--- config.mk ---
export PLATFORM = sky130hd
export DESIGN_NAME = fetch_stage
export DESIGN_NICKNAME = d
export VERILOG_FILES = /design/src/rtl/fetch_stage.sv
export SDC_FILE = /design/constraint.sdc
export NUM_CORES = 1
export LEC_CHECK = 0
export ABC_AREA = 1
export CAP_MARGIN = 30
export CORE_MARGIN = 4
export CORE_UTILIZATION = 50
export CTS_CLUSTER_SIZE = 24
export DETAILED_ROUTE_END_ITERATION = 10
export PLACE_DENSITY = 0.89
export SKIP_LAST_GASP = 1
export SLEW_MARGIN = 20
export SYNTH_ARGS = -nofsm -noshare
export SYNTH_HDL_FRONTEND = slang
export SYNTH_SLANG_ARGS = --single-unit
--- constraint.sdc ---
create_clock -name CLK -period 5.2 [get_ports CLK]
set_input_delay 0.78 -clock CLK [delete_from_list [all_inputs] [get_ports CLK]]
set_output_delay 0.78 -clock CLK [all_outputs]
set_load 0.02 [all_outputs]
--- src/rtl/fetch_stage.sv ---
// Instruction-fetch stage with the IF/ID pipeline register.
// Owns the PC, addresses the asynchronous instruction memory, and applies
// jump/branch redirects requested by decode for the instruction held in IF/ID.
module fetch_stage #(
    parameter logic [31:0] RESET_PC = 32'h0000_0000,
    parameter int unsigned IM_AW    = 7
) (
    input  logic             CLK,
    input  logic             RST,
    input  logic             Stall,
    input  logic             JToPC,
    input  logic [25:0]      Jump_index,
    input  logic             PCSrc,
    input  logic [15:0]      Branch_offset,
    output logic [IM_AW-1:0] IM_Addr,
    input  logic [31:0]      IM_Instr,
    output logic [31:0]      PC,
    output logic [31:0]      IFID_PC4,
    output logic [31:0]      IFID_Instr,
    output logic             IFID_Valid,
    output logic [31:0]      Fetch_count
);

    logic [31:0] pc_q, pc_d;
    logic [31:0] ifid_pc4_q, ifid_pc4_d;
    logic [31:0] ifid_instr_q, ifid_instr_d;
    logic        ifid_valid_q, ifid_valid_d;
    logic [31:0] fetch_count_q, fetch_count_d;

    logic        redirect;
    logic [31:0] pc_plus4;
    logic [31:0] jump_target;
    logic [31:0] branch_target;

    // Redirect requests only count when IF/ID holds a real instruction.
    assign redirect      = ifid_valid_q && (JToPC || PCSrc);
    assign pc_plus4      = pc_q + 32'd4;
    assign jump_target   = {ifid_pc4_q[31:28], Jump_index, 2'b00};
    assign branch_target = ifid_pc4_q + {{14{Branch_offset[15]}}, Branch_offset, 2'b00};

    // Next-state selection: redirect beats stall, stall beats normal fetch.
    always_comb begin
        pc_d          = pc_q;
        ifid_pc4_d    = ifid_pc4_q;
        ifid_instr_d  = ifid_instr_q;
        ifid_valid_d  = ifid_valid_q;
        fetch_count_d = fetch_count_q;
        if (redirect) begin
            // Jump wins over branch; the instruction fetched this cycle is dropped.
            pc_d         = JToPC ? jump_target : branch_target;
            ifid_pc4_d   = 32'h0;
            ifid_instr_d = 32'h0;
            ifid_valid_d = 1'b0;
        end else if (!Stall) begin
            pc_d          = pc_plus4;
            ifid_pc4_d    = pc_plus4;
            ifid_instr_d  = IM_Instr;
            ifid_valid_d  = 1'b1;
            fetch_count_d = fetch_count_q + 32'd1;
        end
    end

    // PC and IF/ID state registers with asynchronous reset.
    always_ff @(posedge CLK or posedge RST) begin
        if (RST) begin
            pc_q          <= RESET_PC;
            ifid_pc4_q    <= 32'h0;
            ifid_instr_q  <= 32'h0;
            ifid_valid_q  <= 1'b0;
            fetch_count_q <= 32'h0;
        end else begin
            pc_q          <= pc_d;
            ifid_pc4_q    <= ifid_pc4_d;
            ifid_instr_q  <= ifid_instr_d;
            ifid_valid_q  <= ifid_valid_d;
            fetch_count_q <= fetch_count_d;
        end
    end

    assign IM_Addr     = pc_q[IM_AW+1:2];
    assign PC          = pc_q;
    assign IFID_PC4    = ifid_pc4_q;
    assign IFID_Instr  = ifid_instr_q;
    assign IFID_Valid  = ifid_valid_q;
    assign Fetch_count = fetch_count_q;

endmodule
After elaboration in Yosys (flattened, before gate mapping)
Index checks and enable logic that the tools add are counted.
W data, S select, Z words.
- equal/unequal tests: 1
- muxes and demuxes: 8
- add/subtract/negate cells: 3
- reductions and logical operators: 3
- bitwise operators: 2
- operators with widths (cell ; count):
    $mux W32 ; 6
    $add A32 B1 Y32 const B ; 1
    $add A32 B3 Y32 const B ; 1
    $add A32 B32 Y32 ; 1
    $mux W1 ; 2
    $ne A2 B1 Y1 const B ; 1
    $not A1 Y1 ; 2
    $reduce_and A2 Y1 ; 1
    $logic_and A1 B1 Y1 ; 1
    $logic_or A1 B1 Y1 ; 1
- register bits: 129

Depth between registers and ports, before layout
- word-level depth: 4
- mapped depth: 15
- gate-level depth less buffers: 15

Worst setup path after synthesis
OpenSTA, ideal clock, no wires.
- path kind: input -> register
- start point: input port Branch_offset[0]
- end point: register pc_q[18], in the netlist PC[18]
- stages: 10
- arrival: 2.260 ns
- setup slack: 2.862 ns
- library setup time: 0.078 ns
- cell sequence: ha_1 > fa_1 > nand3_1 > nand3_1 > nand2_1 > nand2_1 > a21oi_1 > xnor2_1 > nor2_1 > o21bai_1
- longest elaborated chain between the ends: 3
- RTL lines (element ; line ; text):
    start: declaration ; 14 ; input logic [15:0] Branch_offset,
    $add A32 B32 Y32 ; 39 ; assign branch_target = ifid_pc4_q + {{14{Branch_offset[15]}}, Branch_offset, 2'b00};
    $mux W32 ; 50 ; pc_d = JToPC ? jump_target : branch_target;
    $mux W32 ; 48 ; if (redirect) begin
    end signal: assignment ; 72 ; pc_q <= pc_d;
    end: declaration ; 24 ; logic [31:0] pc_q, pc_d;
No other way between the ends.
A chain may end at the register's enable or synchronous reset.

Final worst setup path
- start point: input port JToPC
- end point: register ifid_pc4_q[31], in the netlist IFID_PC4[31]
- longest elaborated chain between the ends: 3
- elaborated cells between the ends (all ways): 4
- RTL lines (element ; line ; text):
    start: declaration ; 11 ; input logic JToPC,
    $logic_or A1 B1 Y1 * ; 36 ; assign redirect = ifid_valid_q && (JToPC || PCSrc);
    $logic_and A1 B1 Y1 * ; 36 ;
    $ne A2 B1 Y1 (no source line) or $mux W32 (tied branches) ; -- ;
    end signal: assignment ; 73 ; ifid_pc4_q <= ifid_pc4_d;
    end: declaration ; 25 ; logic [31:0] ifid_pc4_q, ifid_pc4_d;
Mark *: on every way between the ends. The rest lies on a longest branch, timed or not.

==> run_results.csv <==
group,metric,value,unit
status,status,"completed",
global_route,grt_max_degree,76,
pwr,powerDensity,495,mW/mm²
yosys,synthArstFlopShare,100,%
route,post-route-drc-count,0,
setup_path,critPathLaunchType,"primary input",
worst_hold_path,worstHoldPathType,"register to register",
setup_path,slowest_stage,"inv_1",
sta,relSlewSlack,40.1,%
cells_and_area,layout-drive-gt1-share,4.42,%
global_route,grt_usage,30.9,%
global_route,grt_overflow,0,
sta,setup_slack,2.14,ns
cells_and_area,synthToLayoutAreaGrowth,34.5,%
route,via_per_inst,5.53,
floorplanning,start_util,51.0,%
sta,tightestPinTransition,0.897,ns
placed_design,io_buffers,214,
sta,holdWs,0.509,ns
floorplanning,die_x,138,µm
cts,post_cts_resized,0,
floorplanning,ios,215,
setup_path,worstSetupPathType,"primary input to register",
placed_design,dpl.hpwl,22.4,mm
cts,cts_max_path_buffers,2,
sta,period_share,58.8,%
setup_path,critPathMaxStageDelay,0.67,ns
cts,clk_pin_slew,0.06,ns
job,cap_violations,0,
cells_and_area,instances_no_fill,1623,
floorplanning,rows,47,
yosys,synth_nets,1294,
setup_path,r2r_start,"IFID_PC4[2]",
yosys,yosys-top-cells-area,"dfrtp_1 38%, nand2_1 15%, inv_1 7.1%",
global_route,use_met1,39.6,%
placed_design,post-place-cells,1590,
cts,cts-root-buf,"clkbuf_16",
cts,cts_sinks,129,
cts,htreeDepth,4,
setup_path,rrSetupSlack,2.77,ns
route,initialDrtViolationCount,847,
yosys,synthDominantCellAreaShare,38.3,%
cells_and_area,diodes,0,
sta,setup_viol,0,
sta,finalSetupTns,0,ns
global_route,grtUsageMet2,51.4,%
cells_and_area,layout.nets,1501,
floorplanning,die_area,0.0190,mm²
sta,rsz0062_at_grt,"no",
yosys,synth.avg_cell_area,7.13,µm²
sta,finalCriticalPeriod,3.06,ns
cts,post_cts_buffers,0,
global_route,grt_pass1_vias,8735,
floorplanning,core-area,0.0165,mm²
cells_and_area,final_cell_mix,"344 x nand2_1, 214 x clkdlybuf4s50_1, 158 x inv_1, 148 x nor2_1, 129 x dfrtp_1",
setup_path,reg2reg_depth,12,
cts,clock_latency,0.42,ns
sta,clock_skew,0.0105,ns
yosys,yosysUniqueCellTypes,40,
sta,hold_viol_final,0,
worst_hold_path,hold_depth,1,
global_route,busiest_layer,"met2",
yosys,synth.cell_area,0.00843,mm²
route,drt-pass1-iter-count,9,
floorplanning,die_h,138,µm
sta,slew_viol_final,0,
global_route,met3_usage,6.83,%
yosys,synth-seq-area-share,38.3,%
route,wl_per_cell,18.0,µm
yosys,netlist_instances,1183,
worst_hold_path,min_to,"IFID_Instr[3]",
cts,cts_hold_repair.buffers,0,
placed_design,globalplace.congestion,0.969,
global_route,antenna_found_initial,0,
pwr,finalPower,5610,µW
route,final_antenna_net_count,0,
setup_path,cp_cell_sequence,"clkdlybuf4s50_1, buf_4, nor2_2, nor2_2, nor2_4, inv_1, buf_4, nand2_1, inv_1, a21oi_1",
cells_and_area,final_common_cell,"nand2_1",
route,routed_wl,29.2,mm
sta,max_freq,0.327,GHz
setup_path,required,5.47,ns
cells_and_area,nFillCells,1358,
placed_design,pre_cts_slack,1.77,ns
setup_path,reg2reg_to,"PC[26]",
route,vias,8981,
yosys,synthFlopType,"dfrtp_1",
setup_path,cp-end-kind,"register",
cts,cts_made_buffers,17,
yosys,synth_edf_count,0,
yosys,yosys.area.top_type,"dfrtp_1",
yosys,yosysWarningCount,0,
worst_hold_path,hold_path_startpoint,"IFID_Instr[3]",
setup_path,cp.arrival,3.32,ns
pwr,leakage,0.00566,µW
cts,tritoncts,"yes",
setup_path,cp_max_fo,28,
global_route,grt_pass1_wl,45.2,mm
pwr,vdd_ir_drop_max,0.000330,V
yosys,ys_ff_latch,129,
[cell families after synthesis]
group	count (synthesis)	share of synthesized area, %
simple gates	633	31.5
buf+inv	196	9.25
compound gates	143	10.9
flops	129	38.3
xor+xnor	50	5.20
fa+ha+maj	32	4.84
[area by class of cell]
cell class	count	area [µm²]	area share, %
Inverter	161	607	5.35
Clock buffer	19	453	4.00
Sequential cell	129	3230	28.5
Multi-Input combinational cell	858	4430	39.1
Timing Repair Buffer	223	2220	19.6
Clock inverter	13	124	1.09
Tap cell	220	275	2.43
[routing by layer]
metal	up-vias	wire [µm]
li1	4204	-
met5	-	0
met3	90	2810
met4	0	1000
met2	499	13900
met1	4188	11500
[state kept, by name, summed over array words and instances (netlist names)]
signal and cells:
PC 32, IFID_Instr 32, IFID_Valid 1, Fetch_count 32
IFID_PC4 32
[cell usage after synthesis, types with 11 or more instances]
cell type and n:
clkbuf_1 14, dfrtp_1 129, nor2_1 149, a21oi_1 42
a22o_1 32, o21ai_0 34, xor2_1 32, xnor2_1 18
nand2_1 344, nand3_1 82, inv_1 159, nor3_1 22
ha_1 31, buf_2 11, nand4_1 13
[worst max path at each step]
stage,from,to,cells past startpoint
final,JToPC,IFID_PC4[31],10
after global routing,JToPC,PC[27],10
after detailed placement,JToPC,IFID_PC4[31],10
after CTS,JToPC,PC[24],10
after floorplan,RST,Fetch_count[0],1
after global placement,JToPC,IFID_PC4[31],10
[power by group]
part / switching, µW / total, µW / leakage (µW) / internal [µW]
Sequential: 410 / 1670 / 0.00162 / 1260
Combinational: 1660 / 2770 / 0.00376 / 1120
Clock: 472 / 1160 / 0.000277 / 689
Total: 2540 / 5610 / 0.00566 / 3070
[through the flow]
| stage | cell area (µm²) | utilization [%] |
|---|---|---|
| global route | 11300 | 68.6 |
| floorplan | 8430 | - |
| detailed placement | 10700 | 65.0 |
| global placement | 10700 | 65.0 |
| CTS | 11300 | 68.5 |
| finish | 11300 | 68.6 |
[worst max-delay path: cells and delay by family]
family | cells | cell delay [ns]
buffers and inverters | 5 | 1.76
and+or+nand+nor | 4 | 0.72
AOI/OAI and AO/OA | 1 | 0.04
(Power assumes the default switching activity.)
